### src/rtl/pg_carry_if.sv
// pg_carry_if: operand/result handshake bundle for pg_carry_resolver.
// The ovf signal exists only when PG_OVERFLOW_EN is defined.
interface pg_carry_if;
    logic [31:0] pg_in;
    logic        cin;
    logic        in_valid;
    logic        in_ready;
    logic [15:0] sum;
    logic        cout;
    logic        out_valid;
    logic        out_ready;
`ifdef PG_OVERFLOW_EN
    logic        ovf;
    modport master (output pg_in, cin, in_valid, out_ready,
                    input  in_ready, sum, cout, out_valid, ovf);
    modport slave  (input  pg_in, cin, in_valid, out_ready,
                    output in_ready, sum, cout, out_valid, ovf);
`else
    modport master (output pg_in, cin, in_valid, out_ready,
                    input  in_ready, sum, cout, out_valid);
    modport slave  (input  pg_in, cin, in_valid, out_ready,
                    output in_ready, sum, cout, out_valid);
`endif
endinterface

### src/rtl/pg_carry_resolver.sv
// pg_carry_resolver: multi-cycle Kogge-Stone carry resolver, one prefix level per cycle.
// Optional signed-overflow output enabled by PG_OVERFLOW_EN.
module pg_carry_resolver (
    input logic       clk,
    input logic       rst_n,
    pg_carry_if.slave bus
);
    typedef enum logic [1:0] {IDLE, COMBINE, DONE} state_t;
    state_t      state;
    logic [1:0]  lvl;
    logic [15:0] p, g, p_orig, p_nxt, g_nxt, p_in, g_in;
    logic        cin_r, out_valid_r;
    logic [4:0]  span;
`ifdef PG_OVERFLOW_EN
    logic        ovf_r;
`endif
    always_comb begin
        for (int i = 0; i < 16; i++) begin
            p_in[i] = bus.pg_in[2*i+1];
            g_in[i] = bus.pg_in[2*i];
        end
        span = 5'd1 << lvl;
        // shifted-in zeros leave bits below span untouched
        g_nxt = g | (p & (g << span));
        p_nxt = p & ((p << span) | ~(16'hFFFF << span));
    end
    always_ff @(posedge clk or negedge rst_n) begin
        if (!rst_n) begin
            state       <= IDLE;
            lvl         <= 2'd0;
            p           <= 16'h0;
            g           <= 16'h0;
            p_orig      <= 16'h0;
            cin_r       <= 1'b0;
            out_valid_r <= 1'b0;
`ifdef PG_OVERFLOW_EN
            ovf_r       <= 1'b0;
`endif
        end else begin
            case (state)
                IDLE: if (bus.in_valid) begin
                    p_orig <= p_in;
                    p      <= p_in;
                    g      <= {g_in[15:1], g_in[0] | (p_in[0] & bus.cin)};
                    cin_r  <= bus.cin;
                    lvl    <= 2'd0;
                    state  <= COMBINE;
                end
                COMBINE: begin
                    p   <= p_nxt;
                    g   <= g_nxt;
                    lvl <= lvl + 2'd1;
                    if (lvl == 2'd3) begin
                        state       <= DONE;
                        out_valid_r <= 1'b1;
`ifdef PG_OVERFLOW_EN
                        ovf_r       <= g_nxt[14] ^ g_nxt[15];
`endif
                    end
                end
                DONE: if (bus.out_ready) begin
                    state       <= IDLE;
                    out_valid_r <= 1'b0;
`ifdef PG_OVERFLOW_EN
                    ovf_r       <= 1'b0;
`endif
                end
                default: state <= IDLE;
            endcase
        end
    end
    assign bus.in_ready  = (state == IDLE);
    assign bus.out_valid = out_valid_r;
    assign bus.sum       = p_orig ^ {g[14:0], cin_r};
    assign bus.cout      = g[15];
`ifdef PG_OVERFLOW_EN
    assign bus.ovf       = ovf_r;
`endif
endmodule
### src/flat_wrapper.sv
// flat-port wrapper written by rule: the top's interface ports become plain ports
module pg_carry_resolver_flat 
  (clk, rst_n, bus_pg_in, bus_cin, bus_in_valid, bus_out_ready, bus_in_ready, bus_sum, bus_cout, bus_out_valid);
  pg_carry_if bus_i ();
  input logic clk;
  input logic rst_n;
  input wire logic [$bits(bus_i.pg_in)-1:0] bus_pg_in;
  input wire logic [$bits(bus_i.cin)-1:0] bus_cin;
  input wire logic [$bits(bus_i.in_valid)-1:0] bus_in_valid;
  input wire logic [$bits(bus_i.out_ready)-1:0] bus_out_ready;
  output wire logic [$bits(bus_i.in_ready)-1:0] bus_in_ready;
  output wire logic [$bits(bus_i.sum)-1:0] bus_sum;
  output wire logic [$bits(bus_i.cout)-1:0] bus_cout;
  output wire logic [$bits(bus_i.out_valid)-1:0] bus_out_valid;
  assign bus_i.pg_in = bus_pg_in;
  assign bus_i.cin = bus_cin;
  assign bus_i.in_valid = bus_in_valid;
  assign bus_i.out_ready = bus_out_ready;
  assign bus_in_ready = bus_i.in_ready;
  assign bus_sum = bus_i.sum;
  assign bus_cout = bus_i.cout;
  assign bus_out_valid = bus_i.out_valid;
  pg_carry_resolver u_core (.clk(clk), .rst_n(rst_n), .bus(bus_i));
endmodule
### config.mk
export PLATFORM = sky130hd
export DESIGN_NAME = pg_carry_resolver_flat
export DESIGN_NICKNAME = d
export VERILOG_FILES = /design/src/rtl/pg_carry_if.sv /design/src/rtl/pg_carry_resolver.sv /design/src/flat_wrapper.sv
export SDC_FILE = /design/constraint.sdc
export NUM_CORES = 1
export LEC_CHECK = 0
export ABC_AREA = 0
export ABC_CLOCK_PERIOD_IN_PS = 5900
export BUFFER_PORTS_ARGS = -buffer_cell sky130_fd_sc_hd__clkbuf_2
export CAP_MARGIN = 40
export CORE_MARGIN = 3
export CORE_UTILIZATION = 50
export DETAILED_ROUTE_END_ITERATION = 7
export HOLD_SLACK_MARGIN = 0.02
export PLACE_DENSITY = 0.72
export SLEW_MARGIN = 15
export SYNTH_ARGS = -nofsm -noshare
export SYNTH_HDL_FRONTEND = slang
export SYNTH_SLANG_ARGS = --single-unit
### constraint.sdc
create_clock -name clk -period 5.9 [get_ports clk]
set_input_delay 1.18 -clock clk [delete_from_list [all_inputs] [get_ports clk]]
set_output_delay 1.18 -clock clk [all_outputs]
set_load 0.1 [all_outputs]
Word-level counts from Yosys, hierarchy flattened
Cells that the tools add are included.
{ "totals": {"ff_bits": 54, "out_inout_bits": 19, "wordCells": 46} }
{ "classes": {"add_sub_neg": 1, "n_eq_ne": 6, "shift": 4, "mux": 13, "n_bitwise": 8, "reduce_logical": 7} }
{ "ops": {"columns": ["cell", "n"], "rows": [
  ["16-bit one-hot mux with 2 select lines", 2],
  ["16-bit AND", 2],
  ["16-bit 2-to-1 mux", 2],
  ["16-bit bitwise OR", 2],
  ["16-bit by 5-bit << shifter with 16-bit output", 2],
  ["16-bit inverter", 1],
  ["16-bit by 5-bit << shifter with 16-bit output, first input constant", 1],
  ["16-bit bitwise XOR", 1],
  ["2-bit 2-to-1 mux", 4],
  ["2-bit one-hot mux with 3 select lines", 1],
  ["3-bit AND reduction", 2],
  ["1-bit by 2-bit << shifter with 5-bit output, first input constant", 1],
  ["2-bit equality test, second input constant", 2],
  ["2-bit inequality test, second input constant", 2],
  ["2-bit one-hot mux with 2 select lines", 1],
  ["2-bit AND reduction", 2],
  ["2-bit nonzero test", 2],
  ["2-bit by 1-bit adder with 2-bit output, second input constant", 1],
  ["2-bit by 1-bit equality test with 1-bit output, second input constant", 1],
  ["2-bit zero test", 1],
  ["1-bit 2-to-1 mux", 2],
  ["2-bit by 1-bit inequality test with 1-bit output, second input constant", 1],
  ["1-bit one-hot mux with 2 select lines", 1],
  ["1-bit AND", 1],
  ["1-bit bitwise OR", 1]
]} }

Depth between registers and ports, before layout
Gate-level depths: netlist of run 1.
{ "depth": {"depth_word": 6, "mapped_depth": 10, "ltp_nobuf": 7} }

Least setup slack after synthesis of run 1
Ideal clock, no wire load.
{ "synth_path": {"kind": "register to output", "startpoint": "register u_core.g[0]", "endpoint": "output bus_sum[1]", "t_arrival_ns": 1.865, "required_time_ns": 4.720, "slack_ns": 2.855, "path_stages_with_launch": 2, "n_path_buf": 0, "cell_sequence": "dfrtp_1 > xor2_1"} }
{ "synth_via": {"elab_chain_len": 1} }
{ "synth_lines": {"columns": ["element", "line_no", "rtl"], "rows": [
  ["start, declared", "pg_carry_resolver.sv:11", "logic [15:0] p, g, p_orig, p_nxt, g_nxt, p_in, g_in;"],
  ["start signal, assigned", "pg_carry_resolver.sv:44", "g <= {g_in[15:1], g_in[0] | (p_in[0] & bus.cin)};"],
  ["start signal, assigned", "pg_carry_resolver.sv:51", "g <= g_nxt;"],
  ["16-bit bitwise XOR", "pg_carry_resolver.sv:74", "assign bus.sum = p_orig ^ {g[14:0], cin_r};"],
  ["end, declared", "flat_wrapper.sv:12", "output wire logic [$bits(bus_i.sum)-1:0] bus_sum;"]
]} }
No other way between the ends.

Final worst setup path of run 1
{ "layout_path": {"startpoint": "register u_core.state[0]", "endpoint": "output bus_in_ready"} }
{ "layout_via": {"elab_chain_len": 1} }
{ "layout_lines": {"columns": ["element", "line_no", "rtl"], "rows": [
  ["start, declared", "pg_carry_resolver.sv:9", "state_t state;"],
  ["start signal, assigned", "pg_carry_resolver.sv:29", "state <= IDLE;"],
  ["start signal, assigned", "pg_carry_resolver.sv:47", "state <= COMBINE;"],
  ["start signal, assigned", "pg_carry_resolver.sv:54", "state <= DONE;"],
  ["2-bit zero test", "pg_carry_resolver.sv:72", "assign bus.in_ready = (state == IDLE);"],
  ["end, declared", "flat_wrapper.sv:11", "output wire logic [$bits(bus_i.in_ready)-1:0] bus_in_ready;"]
]} }
No other way between the ends.

==> results.txt, run 1 <==
----------------------------------------------------
[Run status]
  Result of the run ... finished, final reports clean

[Logic synthesis]
  Fraction of the yosys area taken by sequential cells ... a little under two fifths
  Count of distinct cell types in the synthesized netlist ... 51
  Number of enable-type register cells in the synthesized netlist ... 0
  Dominant cell type by area after synthesis ... sky130_fd_sc_hd__dfrtp_1
  Fraction of post-synthesis cell area in the top cell type by area ... a little under two fifths
  Area of the mapped netlist ... 3670 um2
  Total nets after synthesis ... about 430
  Synthesis Warnings ... 0
  Share of flip-flops with an asynchronous set or reset after synthesis ... 100%
  Mapped Cells ... approximately 380
  Most numerous cell in the Yosys netlist ... sky130_fd_sc_hd__nand2_1
  Cell types with the highest counts after synthesis ... sky130_fd_sc_hd__nand2_1, sky130_fd_sc_hd__dfrtp_1, sky130_fd_sc_hd__mux2i_1, sky130_fd_sc_hd__o21ai_0, sky130_fd_sc_hd__nor2_1
  Synth Flop Type ... sky130_fd_sc_hd__dfrtp_1
  Synthesized flop and latch total ... 54
  Most area-consuming cells after synthesis ... sky130_fd_sc_hd__dfrtp_1, sky130_fd_sc_hd__mux2i_1, sky130_fd_sc_hd__nand2_1
  Average instance area after synthesis ... about 9.6 um2

[GRT]
  Via count of the first global-routing pass ... approximately 3000
  Global route hottest layer ... met2
  Global-route wire length before repair ... around 16000 um
  Pin count of the biggest net entering global routing ... between 50 and 60
  Met3 global-route usage ... under 10%
  Global-route congestion overflow total ... 0
  Met2 Use GR ... 38.0%
  Global Route Usage Sum ... between 20% and 30%
  Met1 usage in global routing ... 35.6%
  Antenna violations before repair ... 0

[Floorplanning]
  Number of top-level design ports ... 56
  Initial core utilization ... approximately 53%
  Floorplan core area ... approximately 6900 um2
  Die ar. ... between 8000 and 9000 um2
  Die extent in y ... ~92 um
  Row count ... 30
  Overall die width ... between 90 and 100 um

[Drt]
  Vias ... around 3200
  Average detailed-routed wire length per instance ... ~19 um
  DRC viols ... 0
  Initial detailed-routing violation count ... just under 300
  Detailed-route wire length ... approximately 10000 um
  Number of vias per cell ... between 6 and 7
  Post-route antenna net violation count ... 0
  Count of TritonRoute iterations in the first routing pass ... 5

[STA]
  Final period utilization ... between 40% and 50%
  Skew final ... 0.00934 ns
  Pins Over Slew Limit ... 0
  Number of setup violations in the final report ... 0
  Unrepaired setup endpoints after global routing ... no
  Relative slew slack ... 40.3%
  Top achievable clock speed ... roughly 0.36 GHz
  Final min period ... 2.74 ns
  Setup TNS ... 0 ns
  Worst-Margin Slew ... about 0.9 ns
  Post-route worst setup slack ... around 3.2 ns
  Final hold violation count ... 0

[CTS]
  Clk buf depth ... 2
  # H-tree levels ... 2
  Clock net sink count ... between 50 and 60
  Number of buffers added for setup after CTS ... 0
  TritonCTS clock tree ... done
  Count of cells resized by post-cts repair ... 0
  Post-CTS clock slew at the launch and capture registers of the worst setup and hold paths ... 0.10 ns
  Number of buffers created by CTS ... 5
  Post-CTS Hold Fix Bufs ... 0
  Worst-skew pair later-pin latency ... 0.31 ns
  Clock root cell ... sky130_fd_sc_hd__clkbuf_8

[Flow run]
  Maximum Capacitance Violations ... 0

[Setup path]
  Endpoint of the most critical setup path ... bus_in_ready
  Beginning of the critical path ... u_core.state[0]
  Register-to-register setup slack ... approximately 3.3 ns
  Data arrival time of the critical path ... between 1.5 and 2 ns
  Crit path required time ... about 4.7 ns
  Reg2Reg Launch Point ... u_core.lvl[1]
  Critical Path Sink Type ... primary output
  Reg-to-reg critical path endpoint ... u_core.g[14]
  Type of the worst setup path ... flip-flop to primary output
  Count of cells along the worst register-to-register path ... 8
  Critical path startpoint category ... flip-flop
  Largest fanout on the critical path ... 9

[Finish]
  Number of diodes ... 0
  Filler cell count ... 633
  Multi-input gate area ... around 2100 um2
  Final nets ... about 470
  Sequential Area ... 1350 um2
  Synthesis-to-layout area growth ... 11.7%
  Share of post-route cells with drive strength above 1 ... 23.5%

[Place]
  IO Port Bufs ... 55
  Post-detailed-placement half-perimeter wirelength ... roughly 7300 um
  Final weighted congestion in routability-driven placement ... 0.971
  Worst slack at placement ... around 3.3 ns

[Hold path]
  Class of the tightest hold or removal check ... flip-flop to flip-flop

----------------------------------------------------
-- cell type report --
class	count	area share, %
clock inverters	3	0.978
repair buffers	61	8.49
well taps	96	2.93
flip-flops and latches	54	33.0
inverters	6	0.550
multi-input cells	297	52.4
clock buffers	5	1.68
-- kinds of logic (layout without fill, tap and decap cells) --
kind of cell / Yosys count / after routing / synth area share, %
buffers and inverters: 31 / 75 / 4.68
adders and majority gates: 7 / 7 / 2.39
AOI/OAI and AO/OA: 85 / 85 / 15.6
xor gates and xnor gates: 16 / 16 / 3.82
muxes: 63 / 63 / 22.0
DFF: 54 / 54 / 36.9
and+or+nand+nor: 126 / 126 / 14.7
-- state kept, by name, summed over array words and instances, names as in the netlist --
signal,flops
u_core.g,16
u_core.p,16
u_core.state,2
u_core.p_orig,16
u_core.bus.out_valid,1
u_core.lvl,2
u_core.cin_r,1
-- worst min-delay path by stage --
stage / from / to / depth (start not counted)
after global placement: u_core.p_orig[1] / u_core.p_orig[1] / 2
after global routing: u_core.p_orig[12] / u_core.p_orig[12] / 2
after detailed placement: u_core.p_orig[12] / u_core.p_orig[12] / 2
after CTS: u_core.p_orig[12] / u_core.p_orig[12] / 2
final: u_core.p_orig[11] / u_core.p_orig[11] / 2
after floorplan: u_core.cin_r / u_core.cin_r / 2
-- cell usage in the layout, fill, tap and decap left out, types with 7 or more instances in the layout --
| master | count |
|---|---|
| sky130_fd_sc_hd__a21oi_1 | 11 |
| sky130_fd_sc_hd__a22o_1 | 7 |
| sky130_fd_sc_hd__a31oi_1 | 7 |
| sky130_fd_sc_hd__clkbuf_2 | 55 |
| sky130_fd_sc_hd__dfrtp_1 | 54 |
| sky130_fd_sc_hd__ha_1 | 7 |
| sky130_fd_sc_hd__mux2_2 | 15 |
| sky130_fd_sc_hd__mux2i_1 | 34 |
| sky130_fd_sc_hd__mux4_2 | 12 |
| sky130_fd_sc_hd__nand2_1 | 80 |
| sky130_fd_sc_hd__nor2_1 | 18 |
| sky130_fd_sc_hd__o21ai_0 | 23 |
| sky130_fd_sc_hd__xor2_1 | 16 |
-- metrics by stage --
step / std cells / utilization [%] / instance area (um2) / hold slack (ns)
after global routing: 522 / 59.0 / 4100 / 0.528
after floorplan: 382 / - / 3670 / 0.465
after CTS: 522 / 59.0 / 4100 / 0.513
after global placement: 512 / 56.8 / 3940 / 0.479
after detailed placement: 514 / 57.4 / 3990 / 0.488
final: 522 / 59.0 / 4100 / 0.509
-- worst max-delay path, stage by stage (launching register included) --
cell	delay (ns)
sky130_fd_sc_hd__dfrtp_1	0.52
sky130_fd_sc_hd__nor2_1	0.23
sky130_fd_sc_hd__clkbuf_2	0.49
-- per-layer routing --
metal  share of wire [%]  vias to the layer above
li1                    -                     1474
met1                  44                     1576
met2                  47                      158
met3                 7.7                       15
met4                 1.7                        0
met5                   0                        -
Power of run 1 is not shown: default switching activity piles up to over one toggle a cycle in this logic, so the estimate is an artifact.
==> run 2, diff against run 1 <==
--- a/config.mk
+++ b/config.mk
@@ -6,14 +6,14 @@
 export NUM_CORES = 1
 export LEC_CHECK = 0
 export ABC_AREA = 0
-export ABC_CLOCK_PERIOD_IN_PS = 5900
+export ABC_CLOCK_PERIOD_IN_PS = 2380
 export BUFFER_PORTS_ARGS = -buffer_cell sky130_fd_sc_hd__clkbuf_2
 export CAP_MARGIN = 40
 export CORE_MARGIN = 3
 export CORE_UTILIZATION = 50
 export DETAILED_ROUTE_END_ITERATION = 7
 export HOLD_SLACK_MARGIN = 0.02
-export PLACE_DENSITY = 0.72
+export PLACE_DENSITY = 0.74
 export SLEW_MARGIN = 15
 export SYNTH_ARGS = -nofsm -noshare
 export SYNTH_HDL_FRONTEND = slang
==> constraint.sdc (replaced) <==
create_clock -name clk -period 2.38 [get_ports clk]
set_input_delay 0.476 -clock clk [delete_from_list [all_inputs] [get_ports clk]]
set_output_delay 0.476 -clock clk [all_outputs]
set_load 0.1 [all_outputs]
==> results.txt, run 2 (synthesis results as in run 1) <==
----------------------------------------------------
[Floorplanning]
  Die ar. ... between 8000 and 9000 um2
  Row count ... 30
  Number of top-level design ports ... 56
  Die extent in y ... 91.6 um
  Overall die width ... a little over 90 um
  Floorplan core area ... slightly below 7000 um2
  Initial core utilization ... between 50 and 60%

[GRT]
  Global Route Usage Sum ... a little over a quarter
  Via count of the first global-routing pass ... ~3300
  Met3 global-route usage ... ~5.6%
  Global route hottest layer ... met2
  Global-route wire length before repair ... about 18000 um
  Global-route congestion overflow total ... 0
  Pin count of the biggest net entering global routing ... 27
  Met2 Use GR ... about two fifths
  Antenna violations before repair ... 0
  Met1 usage in global routing ... a little under two fifths

[Finish]
  Most common library cell in the layout ignoring fill and taps ... sky130_fd_sc_hd__nand2_1
  Largest regs ... u_core.g x16, u_core.p x16, u_core.p_orig x16
  Number of diodes ... 0
  Share of post-route cells with drive strength above 1 ... a little over a quarter
  Multi-input gate area ... between 2000 and 2500 um2
  Synthesis-to-layout area growth ... 15.2%
  Final nets ... between 400 and 500
  Commonest cells after routing, fill and taps aside ... sky130_fd_sc_hd__nand2_1, sky130_fd_sc_hd__clkbuf_2, sky130_fd_sc_hd__dfrtp_1
  Filler cell count ... about 600
  Sequential Area ... approximately 1400 um2

[Setup path]
  Critical-path top delay cell ... sky130_fd_sc_hd__mux4_2
  Cell breakdown of the critical path ... inv_1 -> ha_1 -> mux2_2 -> mux4_2 -> nand2_1 -> o21ai_0 -> o2bb2ai_1
  Critical Path Sink Type ... flip-flop
  Critical path buffers and inverters ... 1
  Critical path startpoint category ... flip-flop
  Data arrival time of the critical path ... 2.54 ns
  CP max stage delay ... between 0.4 and 0.5 ns
  Largest delay contributor family on the critical path ... multiplexers
  Type of the worst setup path ... flip-flop to flip-flop
  Largest fanout on the critical path ... 7
  Crit path required time ... around 2.6 ns

[Drt]
  DRC viols ... 0
  Average detailed-routed wire length per instance ... approximately 20 um
  Detailed-route wire length ... around 11000 um
  Vias ... 3305
  Initial detailed-routing violation count ... roughly 230
  Number of vias per cell ... 6.08
  Post-route antenna net violation count ... 0
  Count of TritonRoute iterations in the first routing pass ... 5

[Place]
  Post-detailed-placement half-perimeter wirelength ... ~8100 um
  Final weighted congestion in routability-driven placement ... between 0.9 and 1
  IO Port Bufs ... 55
  Worst slack at placement ... around 0.09 ns

[CTS]
  Count of cells resized by post-cts repair ... 0
  TritonCTS clock tree ... done
  Post-CTS clock slew at the launch and capture registers of the worst setup and hold paths ... 0.09 ns
  Clk buf depth ... 2
  Clock net sink count ... 54
  Number of buffers added for setup after CTS ... 0
  Clock root cell ... sky130_fd_sc_hd__clkbuf_8
  Worst-skew pair later-pin latency ... about 0.32 ns
  Number of buffers created by CTS ... 5
  Post-CTS Hold Fix Bufs ... 0
  # H-tree levels ... 2

[STA]
  Setup TNS ... 0 ns
  Pins Over Slew Limit ... 0
  Relative slew slack ... between 50% and 60%
  Top achievable clock speed ... 0.429 GHz
  Final min period ... between 2 and 2.5 ns
  Worst-Margin Slew ... 0.646 ns
  Worst Hold Margin ... about 0.13 ns
  Number of setup violations in the final report ... 0
  Final hold violation count ... 0
  Unrepaired setup endpoints after global routing ... yes
  Skew final ... roughly 0.0061 ns
  Post-route worst setup slack ... 0.0476 ns
  Final period utilization ... 98.0%

[Hold path]
  Class of the tightest hold or removal check ... primary input to async pin

[Run status]
  Result of the run ... finished, final reports clean

[Flow run]
  Maximum Capacitance Violations ... 0

----------------------------------------------------
[run 2: changes by cell type in the layout (fill, tap and decap cells not counted), sizes merged]
cell    before  now
buf          6   29
clkbuf      60   62
clkinv       3    1
bufinv       1    0
[run 2: area by class of cell]
type / count / area share [%]
Timing Repair Buffer: 84 / 12.0
Multi-Input combinational cell: 297 / 50.8
Sequential cell: 54 / 32.0
Tap cell: 96 / 2.84
Clock buffer: 7 / 1.81
Inverter: 6 / 0.533
[run 2: per-layer routing]
| layer | wire [um] | vias up |
|---|---|---|
| met5 | 0 | - |
| li1 | - | 1507 |
| met3 | 915 | 26 |
| met1 | 4600 | 1600 |
| met4 | 301 | 0 |
| met2 | 4900 | 172 |
[run 2: per-stage QoR]
step | utilization [%] | instance area [um2] | cells
final | 60.8 | 4220 | 544
after global routing | 60.8 | 4220 | 544
after CTS | 60.8 | 4220 | 544
after detailed placement | 59.7 | 4150 | 537
after global placement | 59.7 | 4150 | 537
after floorplan | - | 3670 | 382
[run 2: worst paths after layout]
| path | slack [ns] | depth (start not counted) | from | end |
|---|---|---|---|---|
| worst max-delay path | 0.05 | 7 | u_core.lvl[1] | u_core.g[15] |
| worst min-delay path | 0.13 | 1 | rst_n | u_core.p[7] |
| worst max register to register | 0.05 | 7 | u_core.lvl[1] | u_core.g[15] |
| worst min register to register | 0.50 | 2 | u_core.p_orig[7] | u_core.p_orig[7] |
| max in group asynchronous | 1.58 | 2 | rst_n | u_core.lvl[0] |
| min in group clk | 0.34 | 2 | bus_out_ready | u_core.state[1] |
Power of run 2 is left out for the same reason.
